==> config.mk <==
export PLATFORM = sky130hd
export DESIGN_NAME = alu_pipelined_handshake_flat
export DESIGN_NICKNAME = d
export VERILOG_FILES = /design/src/rtl/alu_pipelined_handshake_if.sv /design/src/rtl/alu_pipelined_handshake.sv /design/src/flat_wrapper.sv
export SDC_FILE = /design/constraint.sdc
export NUM_CORES = 1
export LEC_CHECK = 0
export CAP_MARGIN = 30
export CORE_UTILIZATION = 35
export DETAILED_ROUTE_END_ITERATION = 10
export PLACE_DENSITY = 0.52
export REMOVE_ABC_BUFFERS = 1
export SETUP_SLACK_MARGIN = 0.05
export SLEW_MARGIN = 0
export SYNTH_ARGS = -nofsm -noshare
export SYNTH_HDL_FRONTEND = slang
export SYNTH_SLANG_ARGS = --single-unit
export TNS_END_PERCENT = 5
==> constraint.sdc <==
create_clock -name clk -period 7.4 [get_ports clk]
set_input_delay 0.74 -clock clk [delete_from_list [all_inputs] [get_ports clk]]
set_output_delay 0.74 -clock clk [all_outputs]
set_load 0.02 [all_outputs]
==> src/rtl/alu_pipelined_handshake_if.sv <==
// alu_pipelined_handshake_if: operand/opcode input handshake and result/flag output handshake
interface alu_pipelined_handshake_if #(
  parameter int DATA_WIDTH = 8,
  parameter int OP_WIDTH   = 4
);
  logic                    in_valid;
  logic                    in_ready;
  logic [DATA_WIDTH-1:0]   A;
  logic [DATA_WIDTH-1:0]   B;
  logic [OP_WIDTH-1:0]     alu_function;
  logic                    out_valid;
  logic                    out_ready;
  logic [2*DATA_WIDTH-1:0] alu_result;
  logic                    carry_flag;
  logic                    zero_flag;
  logic                    div_by_zero;
  modport master (
    output in_valid, A, B, alu_function, out_ready,
    input  in_ready, out_valid, alu_result, carry_flag, zero_flag, div_by_zero
  );
  modport slave (
    input  in_valid, A, B, alu_function, out_ready,
    output in_ready, out_valid, alu_result, carry_flag, zero_flag, div_by_zero
  );
endinterface

==> src/rtl/alu_pipelined_handshake.sv <==
// alu_pipelined_handshake: valid/ready ALU with registered results and an iterative restoring divider
module alu_pipelined_handshake #(
  parameter int DATA_WIDTH = 8,
  parameter int OP_WIDTH   = 4
) (
  input logic clk,
  input logic reset,
  alu_pipelined_handshake_if.slave bus
);
  localparam int W  = DATA_WIDTH;
  localparam int CW = $clog2(W + 1);
  localparam logic [OP_WIDTH-1:0] OP_ADD  = OP_WIDTH'(0);
  localparam logic [OP_WIDTH-1:0] OP_SUB  = OP_WIDTH'(1);
  localparam logic [OP_WIDTH-1:0] OP_MUL  = OP_WIDTH'(2);
  localparam logic [OP_WIDTH-1:0] OP_DIV  = OP_WIDTH'(3);
  localparam logic [OP_WIDTH-1:0] OP_AND  = OP_WIDTH'(4);
  localparam logic [OP_WIDTH-1:0] OP_OR   = OP_WIDTH'(5);
  localparam logic [OP_WIDTH-1:0] OP_NAND = OP_WIDTH'(6);
  localparam logic [OP_WIDTH-1:0] OP_NOR  = OP_WIDTH'(7);
  localparam logic [OP_WIDTH-1:0] OP_XOR  = OP_WIDTH'(8);
  localparam logic [OP_WIDTH-1:0] OP_XNOR = OP_WIDTH'(9);
  localparam logic [OP_WIDTH-1:0] OP_CMP  = OP_WIDTH'(10);
  localparam logic [OP_WIDTH-1:0] OP_SHL  = OP_WIDTH'(11);
  localparam logic [OP_WIDTH-1:0] OP_SHR  = OP_WIDTH'(12);
  localparam logic [OP_WIDTH-1:0] OP_MOD  = OP_WIDTH'(13);

  typedef enum logic {IDLE, DIV_RUN} state_e;

  state_e          state_q, state_d;
  logic [W-1:0]    quo_q, quo_d, rem_q, rem_d, dvs_q, dvs_d;
  logic [CW-1:0]   cnt_q, cnt_d;
  logic            mod_q, mod_d;
  logic            out_valid_q, out_valid_d;
  logic [2*W-1:0]  res_q, res_d;
  logic            carry_q, carry_d, zero_q, zero_d, dbz_q, dbz_d;

  logic [W:0]      sum, dif, shf;
  logic [1:0]      cmp;
  logic [2*W-1:0]  alu_r, res_n;
  logic            alu_c;
  logic            ge, run, in_ready, accept, is_div, b_zero, start_div, done, load;
  logic [W-1:0]    rem_nx, quo_nx;

  assign sum = {1'b0, bus.A} + {1'b0, bus.B};
  assign dif = {1'b0, bus.A} - {1'b0, bus.B};
  assign cmp = bus.A == bus.B ? 2'd1 : bus.A > bus.B ? 2'd2 : 2'd3;

  always_comb begin
    alu_r = '0;
    alu_c = 1'b0;
    case (bus.alu_function)
      OP_ADD:  begin alu_r = {{(W-1){1'b0}}, sum}; alu_c = sum[W]; end
      OP_SUB:  begin alu_r = {{(W-1){1'b0}}, dif}; alu_c = dif[W]; end
      OP_MUL:  alu_r = {{W{1'b0}}, bus.A} * {{W{1'b0}}, bus.B};
      OP_DIV:  alu_r = {{W{1'b0}}, {W{1'b1}}};
      OP_AND:  alu_r = {{W{1'b0}}, bus.A & bus.B};
      OP_OR:   alu_r = {{W{1'b0}}, bus.A | bus.B};
      OP_NAND: alu_r = {{W{1'b0}}, ~(bus.A & bus.B)};
      OP_NOR:  alu_r = {{W{1'b0}}, ~(bus.A | bus.B)};
      OP_XOR:  alu_r = {{W{1'b0}}, bus.A ^ bus.B};
      OP_XNOR: alu_r = {{W{1'b0}}, ~(bus.A ^ bus.B)};
      OP_CMP:  alu_r = {{(2*W-2){1'b0}}, cmp};
      OP_SHL:  begin alu_r = {{(W-1){1'b0}}, bus.A, 1'b0}; alu_c = bus.A[W-1]; end
      OP_SHR:  begin alu_r = {{W{1'b0}}, bus.A >> 1}; alu_c = bus.A[0]; end
      OP_MOD:  alu_r = {{W{1'b0}}, bus.A};
      default: alu_r = '0;
    endcase
  end

  // One restoring step: shift in the next dividend bit, subtract when it fits
  assign shf    = {rem_q, quo_q[W-1]};
  assign ge     = shf >= {1'b0, dvs_q};
  assign rem_nx = ge ? W'(shf - {1'b0, dvs_q}) : shf[W-1:0];
  assign quo_nx = {quo_q[W-2:0], ge};

  assign run       = state_q == DIV_RUN;
  assign in_ready  = state_q == IDLE && (!out_valid_q || bus.out_ready);
  assign accept    = bus.in_valid && in_ready;
  assign is_div    = bus.alu_function == OP_DIV || bus.alu_function == OP_MOD;
  assign b_zero    = bus.B == '0;
  assign start_div = accept && is_div && !b_zero;
  assign done      = run && cnt_q == CW'(W - 1);
  assign load      = (accept && !start_div) || done;

  always_comb begin
    state_d     = start_div ? DIV_RUN : done ? IDLE : state_q;
    quo_d       = start_div ? bus.A : run ? quo_nx : quo_q;
    rem_d       = start_div ? '0 : run ? rem_nx : rem_q;
    dvs_d       = start_div ? bus.B : dvs_q;
    mod_d       = start_div ? bus.alu_function == OP_MOD : mod_q;
    cnt_d       = start_div ? '0 : run ? cnt_q + 1'b1 : cnt_q;
    res_n       = done ? {{W{1'b0}}, mod_q ? rem_nx : quo_nx} : alu_r;
    out_valid_d = load || (out_valid_q && !bus.out_ready);
    res_d       = load ? res_n : res_q;
    carry_d     = load ? !done && alu_c : carry_q;
    zero_d      = load ? res_n == '0 : zero_q;
    dbz_d       = load ? !done && is_div && b_zero : dbz_q;
  end

  always_ff @(posedge clk) begin
    if (reset) begin
      state_q     <= IDLE;
      quo_q       <= '0;
      rem_q       <= '0;
      dvs_q       <= '0;
      cnt_q       <= '0;
      mod_q       <= 1'b0;
      out_valid_q <= 1'b0;
      res_q       <= '0;
      carry_q     <= 1'b0;
      zero_q      <= 1'b0;
      dbz_q       <= 1'b0;
    end else begin
      state_q     <= state_d;
      quo_q       <= quo_d;
      rem_q       <= rem_d;
      dvs_q       <= dvs_d;
      cnt_q       <= cnt_d;
      mod_q       <= mod_d;
      out_valid_q <= out_valid_d;
      res_q       <= res_d;
      carry_q     <= carry_d;
      zero_q      <= zero_d;
      dbz_q       <= dbz_d;
    end
  end

  assign bus.in_ready    = in_ready;
  assign bus.out_valid   = out_valid_q;
  assign bus.alu_result  = res_q;
  assign bus.carry_flag  = carry_q;
  assign bus.zero_flag   = zero_q;
  assign bus.div_by_zero = dbz_q;
endmodule

==> src/flat_wrapper.sv <==
// flat-port wrapper written by rule: the top's interface ports become plain ports
module alu_pipelined_handshake_flat 
#(
  parameter int DATA_WIDTH = 8,
  parameter int OP_WIDTH   = 4
)
  (clk, reset, bus_in_valid, bus_A, bus_B, bus_alu_function, bus_out_ready, bus_in_ready, bus_out_valid, bus_alu_result, bus_carry_flag, bus_zero_flag, bus_div_by_zero);
  alu_pipelined_handshake_if #(.DATA_WIDTH(DATA_WIDTH), .OP_WIDTH(OP_WIDTH)) bus_i ();
  input logic clk;
  input logic reset;
  input wire logic [$bits(bus_i.in_valid)-1:0] bus_in_valid;
  input wire logic [$bits(bus_i.A)-1:0] bus_A;
  input wire logic [$bits(bus_i.B)-1:0] bus_B;
  input wire logic [$bits(bus_i.alu_function)-1:0] bus_alu_function;
  input wire logic [$bits(bus_i.out_ready)-1:0] bus_out_ready;
  output wire logic [$bits(bus_i.in_ready)-1:0] bus_in_ready;
  output wire logic [$bits(bus_i.out_valid)-1:0] bus_out_valid;
  output wire logic [$bits(bus_i.alu_result)-1:0] bus_alu_result;
  output wire logic [$bits(bus_i.carry_flag)-1:0] bus_carry_flag;
  output wire logic [$bits(bus_i.zero_flag)-1:0] bus_zero_flag;
  output wire logic [$bits(bus_i.div_by_zero)-1:0] bus_div_by_zero;
  assign bus_i.in_valid = bus_in_valid;
  assign bus_i.A = bus_A;
  assign bus_i.B = bus_B;
  assign bus_i.alu_function = bus_alu_function;
  assign bus_i.out_ready = bus_out_ready;
  assign bus_in_ready = bus_i.in_ready;
  assign bus_out_valid = bus_i.out_valid;
  assign bus_alu_result = bus_i.alu_result;
  assign bus_carry_flag = bus_i.carry_flag;
  assign bus_zero_flag = bus_i.zero_flag;
  assign bus_div_by_zero = bus_i.div_by_zero;
  alu_pipelined_handshake #(.DATA_WIDTH(DATA_WIDTH), .OP_WIDTH(OP_WIDTH)) u_core (.clk(clk), .reset(reset), .bus(bus_i));
endmodule
# Word-level counts from Yosys, hierarchy flattened
# Cells that the tools add are included.
# word_totals
register_bits,50
input_bits,24
out_inout_bits,21
wordCells,76
# op_classes
n_addsub,4
mul,1
magnitude_cmp,2
eq_ne,15
muxes,11
bitwise,7
n_reduce_logical,25
# op_table
operator,count
16-bit case mux with 14 select lines,1
8-bit 2-to-1 mux,4
4-bit == test (second input constant),6
8-bit inverter,3
4-bit by 3-bit == test with 1-bit output (second input constant),5
16-bit zero test,1
8-bit by 8-bit multiplier with 16-bit output,1
16-bit 2-to-1 mux,1
1-bit logical AND,10
8-bit by 8-bit adder with 9-bit output,1
9-bit by 8-bit >= comparator with 1-bit output,1
8-bit by 8-bit subtractor with 9-bit output,1
8-bit AND,1
4-bit by 2-bit == test with 1-bit output (second input constant),2
8-bit == test,1
8-bit greater-than comparator,1
8-bit zero test,1
8-bit OR,1
8-bit subtractor,1
8-bit bitwise XOR,1
1-bit zero test,5
4-bit by 1-bit adder with 4-bit output (second input constant),1
4-bit by 1-bit == test with 1-bit output (second input constant),1
4-bit zero test,1
7 further kinds,13

# Logic depth before layout (Yosys ltp)
# Gate-level depths: netlist of run 1.
# logic_depth
word_depth,10
mapped_depth,20

# Worst setup path before layout of run 1
# OpenSTA, ideal clock, no wires.
# synth_timing
path_kind,input-to-reg
start,input bus_A[2]
end,register u_core.zero_q (netlist: u_core.bus.zero_flag)
setup_time_ns,0.059
arrival_ns,5.284
path_slack_ns,2.057
stages,18
n_path_buf,0
cell_sequence,clkinv_1 -> nor2_1 -> fa_1 -> fa_1 -> fa_1 -> inv_1 -> fa_1 -> inv_1 -> ha_1 -> and3_1 -> a221oi_1 -> a21oi_1 -> a211o_1 -> xor2_1 -> o31ai_1 -> nand2_1 -> nor4_1 -> a31o_1
# synth_between
elab_chain_cells,6
elab_cells_between_ends,16
classes_between,add/sub: 2; mul: 1; order compare: 1; eq/ne: 1; mux: 4; bitwise: 6; reduce/logical: 1
# synth_lines
item,line_no,rtl
"start, declared",flat_wrapper.sv:12,input wire logic [$bits(bus_i.A)-1:0] bus_A;
branches (longest 3 deep; another with 8-bit by 8-bit multiplier with 16-bit output),-,
16-bit case mux with 14 select lines *,alu_pipelined_handshake.sv:51,case (bus.alu_function)
16-bit 2-to-1 mux *,alu_pipelined_handshake.sv:92,"res_n = done ? {{W{1'b0}}, mod_q ? rem_nx : quo_nx} : alu_r;"
16-bit zero test *,alu_pipelined_handshake.sv:96,zero_d = load ? res_n == '0 : zero_q;
"end signal, assigned",alu_pipelined_handshake.sv:123,zero_q <= zero_d;
"end, declared",alu_pipelined_handshake.sv:35,"logic carry_q, carry_d, zero_q, zero_d, dbz_q, dbz_d;"
# Mark *: on every way between the ends.
# A chain may end at the register's enable or synchronous reset.

# Worst setup path in the final report of run 1
# layout_timing
start,input bus_A[3]
end,register u_core.zero_q (netlist: u_core.bus.zero_flag)
# The elaborated chain is that of the path after synthesis.

==> results.json, run 1 <==
{
  "core_sq_mm": 0.0174,
  "clk_pin_slew_ns": 0.07,
  "combPwrFrac": 0.577,
  "ys_ff_latch": 50,
  "drt_pass1_iterations": 5,
  "syn_avg_cell_area_sq_um": 7.66,
  "antenna_found_initial": 0,
  "crit_fanout": 8,
  "fin_crit_ns": 6.29,
  "routed_via_density": 5.66,
  "port_buffers": 44,
  "final_cells": 1073,
  "routedWlPerCell_um": 18.8,
  "fill_cells": 1867,
  "yosysMostFrequentCell": "nor2_1",
  "syn2layout_area_growth_pct": 13.0,
  "critPathLaunch": "bus_A[3]",
  "grt_pass1_vias": 5857,
  "worstSetupPathType": "in -> reg",
  "dr.first_iter.drc_count": 464,
  "synth_area_sq_mm": 0.00628,
  "tritoncts": "yes",
  "arrival_ns": 6.53,
  "clkPwrFrac": 0.197,
  "initial_utilization": 0.360,
  "r2r_cells": 11,
  "r2r_end": "u_core.bus.zero_flag",
  "antenna_left": 0,
  "finalSetupTns_ns": 0,
  "die_w_um": 136,
  "dpl.cell_count": 1065,
  "h-tree-depth": 2,
  "post_cts_buffers": 0,
  "cts_hold_buffers": 0,
  "worst_pin_slew_ns": 0.902,
  "yosys-top-cells-count": "nor2_1 (110), inv_1 (83), ha_1 (69)",
  "rsz0062_at_grt": "no",
  "period_share": 0.849,
  "grt_pass1_wl_um": 32900,
  "status": "finished, final reports clean",
  "p_total_uw": 1270,
  "required_ns": 7.65,
  "cp-start-kind": "input port",
  "synth_edf_count": 0,
  "die_height_um": 136,
  "setup.worst_path.end": "u_core.bus.zero_flag",
  "row_count": 48,
  "layout-drive-gt1-share": 0.0413,
  "synth_top_area_frac": 0.159,
  "numClockSinks": 50,
  "p_leak_uw": 0.00294,
  "reg2reg_slack_ns": 4.11,
  "ioPinCount": 45,
  "drcViolationCount": 0,
  "power_frac_seq": 0.226,
  "maxCapViolCount": 0,
  "root_buffer": "clkbuf_16",
  "cts_max_path_buffers": 2,
  "num_antenna_cells": 0,
  "maxSlewViolCount": 0,
  "place.gp.congestion": 0.913,
  "synth.largest_area_cell": "dfxtp_1",
  "synth_ff_type": "dfxtp_1",
  "relSlewSlack": 0.399,
  "clkLatencyLatePin_ns": 0.30,
  "grt_max_degree": 41,
  "dieArea_sq_mm": 0.0185,
  "synth_warnings": 0,
  "wirelength_um": 20200,
  "fin_nets": 979,
  "overflow": 0,
  "ir_drop_mv": 0.110,
  "grt_usage": 0.231,
  "powerDensity_mw_per_mm2": 179,
  "synth_cell_types": 70,
  "cellInternalPower_uw": 695,
  "end_kind": "flop",
  "fin_skew_ns": 0.00785,
  "seq_area_frac_synth": 0.159,
  "synthCells": 820,
  "r2r_start": "u_core.dvs_q[7]",
  "min_path_type": "reg -> reg",
  "setup_viol": 0,
  "hold_violations": 0,
  "fmax_mhz": 159,
  "synthArstFlopShare": 0,
  "p_switching_uw": 574,
  "vias": 6069,
  "cts_resized": 0,
  "dpl.hpwl_um": 15800,
  "cts_inserted_buffers": 5,
  "netlist_top_cells_area": "dfxtp_1 (16%), ha_1 (14%), fa_1 (12%)",
  "switching_share": 0.452
}
==> metal layers <==
metal	up-vias	track usage	wire, um
met1	2922	0.325	9640
met2	190	0.364	9080
li1	2929	-	-
met5	-	0	0
met3	28	0.0380	1110
met4	0	0.0580	390
==> worst min-delay path by stage <==
stage / from / end / slack, ns / cells after the start
after detailed placement: u_core.bus.alu_result[10] / u_core.bus.alu_result[10] / 0.45 / 2
after global placement: u_core.bus.alu_result[10] / u_core.bus.alu_result[10] / 0.45 / 2
final: u_core.bus.alu_result[12] / u_core.bus.alu_result[12] / 0.46 / 2
after global routing: u_core.bus.alu_result[14] / u_core.bus.alu_result[14] / 0.47 / 2
after CTS: u_core.bus.alu_result[12] / u_core.bus.alu_result[12] / 0.46 / 2
after floorplan: u_core.quo_q[2] / u_core.quo_q[2] / 0.44 / 2
==> cells in the final DEF, fill, tap and decap left out, types with 16 or more instances in the layout <==
master | Yosys | final
a211oi_1 | 22 | 22
a21oi_1 | 63 | 63
a22oi_1 | 18 | 18
clkdlybuf4s50_1 | 0 | 44
dfxtp_1 | 50 | 50
fa_1 | 39 | 39
ha_1 | 69 | 69
inv_1 | 83 | 83
nand2_1 | 58 | 58
nand3_1 | 25 | 25
nor2_1 | 110 | 110
o21ai_0 | 35 | 35
xnor2_1 | 16 | 16
==> critical path: stages <==
cell and delay (ns):
clkdlybuf4s50_1 0.67, clkinv_1 0.32, nor2_1 0.19, fa_1 0.46
fa_1 0.54, fa_1 0.56, inv_1 0.06, fa_1 0.53
inv_1 0.04, ha_1 0.35, and3_1 0.20, a221oi_1 0.51
a21oi_1 0.14, a211o_1 0.28, xor2_1 0.17, o31ai_1 0.24
nand2_1 0.09, nor4_1 0.28, a31o_1 0.17
==> state kept, by name (all words and copies together) (netlist names) <==
register,cells
u_core.run,1
u_core.bus.carry_flag,1
u_core.dvs_q,8
u_core.bus.out_valid,1
u_core.mod_q,1
u_core.rem_q,8
u_core.quo_q,8
u_core.bus.alu_result,16
u_core.cnt_q,4
u_core.bus.div_by_zero,1
u_core.bus.zero_flag,1
==> per-stage QoR <==
step | cell area, sq um | setup WS (ns) | hold slack, ns | utilization
6_report | 7100 | 1.11 | 0.459 | 0.407
5_1_grt | 7100 | 0.684 | 0.474 | 0.407
4_1_cts | 7100 | 1.13 | 0.461 | 0.407
3_5_place_dp | 6940 | 0.837 | 0.446 | 0.399
3_3_place_gp | 6930 | 0.935 | 0.448 | 0.398
2_1_floorplan | 6120 | 2.06 | 0.440 | -
==> layout make-up <==
class | instances | area (sq um) | share of cell area
timing repair buffer | 57 | 542 | 0.0764
tap | 225 | 282 | 0.0397
clock inverter | 3 | 28.8 | 0.00406
multi-input combinational | 642 | 4780 | 0.673
inverter | 91 | 342 | 0.0481
clock buffer | 5 | 125 | 0.0176
sequential | 50 | 1000 | 0.141
==> kinds of logic after synthesis <==
| logic type | Yosys count | share of synthesized area |
|---|---|---|
| buffers and inverters | 128 | 0.0799 |
| AND/OR/NAND/NOR | 267 | 0.195 |
| multiplexers | 18 | 0.0299 |
| XOR/XNOR | 28 | 0.0391 |
| adder cells (fa/ha/maj) | 108 | 0.262 |
| AO/OA/AOI/OAI | 221 | 0.235 |
| flip-flops | 50 | 0.159 |
==> power by group through the flow <==
stage          Combinational [uW]  Clock (uW)  Sequential (uW)
2_1_floorplan                 503           0              302
3_3_place_gp                  731           0              293
3_5_place_dp                  723           0              293
4_1_cts                       732         254              287
5_1_grt                       827         266              289
6_report                      732         250              287
(Power assumes the default switching activity.)
==> inputs of run 2 (changes only) <==
- clock period: 7.4 -> 6.1 ns (I/O delays scaled with it)
==> run 2 against run 1 <==
Compared with the run above: cell count is 3.7% higher; final area is 4.4% higher; register-to-register slack worse by 1.3 ns; clock power is 20% higher; sequential share of layout area is 0.60 points lower; setup slack worse by 0.76 ns; highest routed layer unchanged.
==> results.json, run 2 (same netlist as run 1, synthesis figures left out) <==
{
  "status": "finished, final reports clean",
  "dieArea_sq_mm": 0.0185,
  "drt_pass1_iterations": 5,
  "cp-start-kind": "input port",
  "r2r_cells": 11,
  "required_ns": 6.35,
  "r2r_end": "u_core.bus.zero_flag",
  "hold_violations": 0,
  "tritoncts": "yes",
  "critPathTopFamily": "adder cells",
  "slowest_stage": "clkdlybuf4s50_1",
  "critPathMaxStageDelay_ns": 0.61,
  "p_leak_uw": 0.00315,
  "fin_crit_ns": 5.74,
  "powerDensity_mw_per_mm2": 216,
  "layout-drive-gt1-share": 0.0867,
  "place.gp.congestion": 0.904,
  "h-tree-depth": 2,
  "most-common-layout-cells": "nor2_1 (109), inv_1 (83), ha_1 (69)",
  "grt_pass1_vias": 6022,
  "crit_path_frequent_cell": "fa_1",
  "overflow": 0,
  "critPathLaunch": "bus_B[3]",
  "crit_fanout": 6,
  "cts_hold_buffers": 0,
  "port_buffers": 44,
  "numClockSinks": 50,
  "p_switching_uw": 708,
  "num_antenna_cells": 0,
  "routed_via_density": 5.58,
  "cp.depth": 20,
  "clk_pin_slew_ns": 0.08,
  "post_cts_buffers": 0,
  "antenna_left": 0,
  "reg2reg_slack_ns": 2.79,
  "die_w_um": 136,
  "min_from": "u_core.bus.alu_result[13]",
  "cts_inserted_buffers": 5,
  "die_height_um": 136,
  "relSlewSlack": 0.374,
  "rsz0062_at_grt": "no",
  "grt_usage": 0.236,
  "syn2layout_area_growth_pct": 18.0,
  "dpl.hpwl_um": 16800,
  "maxCapViolCount": 0,
  "min_path_cells": 2,
  "period_share": 0.941,
  "dpl.cell_count": 1105,
  "hold_end": "u_core.bus.alu_result[13]",
  "wirelength_um": 20800,
  "cts_resized": 0,
  "arrival_ns": 5.99,
  "clkPwrFrac": 0.187,
  "ir_drop_mv": 0.143,
  "antenna_found_initial": 0,
  "final_common_cell": "nor2_1",
  "row_count": 48,
  "setup_viol": 0,
  "grt_max_degree": 41,
  "critical_path_buf_inv_count": 5,
  "ioPinCount": 45,
  "end_kind": "flop",
  "cts_max_path_buffers": 2,
  "fin_nets": 1019,
  "initial_utilization": 0.360,
  "power_frac_seq": 0.217,
  "hold_slack_ns": 0.459,
  "switching_share": 0.442,
  "fmax_mhz": 174,
  "worstSetupPathType": "in -> reg",
  "dr.first_iter.drc_count": 562,
  "grt_pass1_wl_um": 33600,
  "vias": 6207,
  "cellInternalPower_uw": 895,
  "path_cells": "clkdlybuf4s50_1, inv_1, buf_4, nor2_1, fa_1, fa_1, fa_1, inv_1, fa_1, inv_1, ha_1, a21oi_1, o21ai_0, a31oi_1, o31ai_1, xor2_1, a2111oi_1, nand4_1, nor4_2, a31o_1",
  "final_cells": 1113,
  "drcViolationCount": 0,
  "core_sq_mm": 0.0174,
  "combPwrFrac": 0.596,
  "largest_register_ffs": 16,
  "fin_skew_ns": 0.00496,
  "clkLatencyLatePin_ns": 0.30,
  "worst_pin_slew_ns": 0.927,
  "r2r_start": "u_core.dvs_q[4]",
  "finalSetupTns_ns": 0,
  "maxSlewViolCount": 0,
  "root_buffer": "clkbuf_16",
  "routedWlPerCell_um": 18.7,
  "min_path_type": "reg -> reg"
}
## run 2: power by group through the flow
stage	registers, uW	logic [uW]	clock network, uW
global route	350	1070	323
finish	349	955	299
CTS	349	954	308
floorplan	366	610	0
global placement	356	951	0
detailed placement	356	945	0
## run 2: per-layer routing
layer	wire, um	part of all wire	vias to the layer above	GRT usage
met1	9900	0.48	2964	0.336
met2	9070	0.44	211	0.360
li1	-	-	2997	-
met3	1220	0.059	35	0.0377
met5	0	0	-	0
met4	616	0.030	0	0.0753
## run 2: worst max-delay path by stage
stage	to	slack (ns)
after floorplan	u_core.bus.zero_flag	0.89
after global placement	u_core.bus.zero_flag	0.06
after detailed placement	u_core.bus.zero_flag	0.05
after CTS	u_core.bus.zero_flag	0.33
after global routing	u_core.bus.zero_flag	0.09
final	u_core.bus.zero_flag	0.36
## run 2: area by class of cell
| class | count | area (sq um) |
|---|---|---|
| fillers | 1866 | 10000 |
| clock inverters | 3 | 28.8 |
| multi-input cells | 642 | 4790 |
| inverters | 91 | 342 |
| well taps | 225 | 282 |
| repair buffers | 97 | 847 |
| flip-flops and latches | 50 | 1000 |
| clock buffers | 5 | 125 |
## run 2: through the flow
step / area [sq um] / total power [uW] / util / worst slack [ns]
CTS: 7400 / 1610 / 0.425 / 0.335
global placement: 7230 / 1310 / 0.415 / 0.0553
floorplan: 6120 / 976 / - / 0.887
finish: 7410 / 1600 / 0.426 / 0.357
detailed placement: 7240 / 1300 / 0.416 / 0.0500
global route: 7410 / 1740 / 0.426 / 0.0930
## run 2: worst reg2reg max path: stages, from the launching register on
cell and delay (ns):
dfxtp_1 0.34, inv_1 0.06, ha_1 0.38, a21oi_1 0.27, nor2b_4 0.07, a2111oi_4 0.45
nand2_2 0.22, mux2i_1 0.20, a222oi_1 0.67, nand4_1 0.24, nor4_2 0.20, a31o_1 0.17
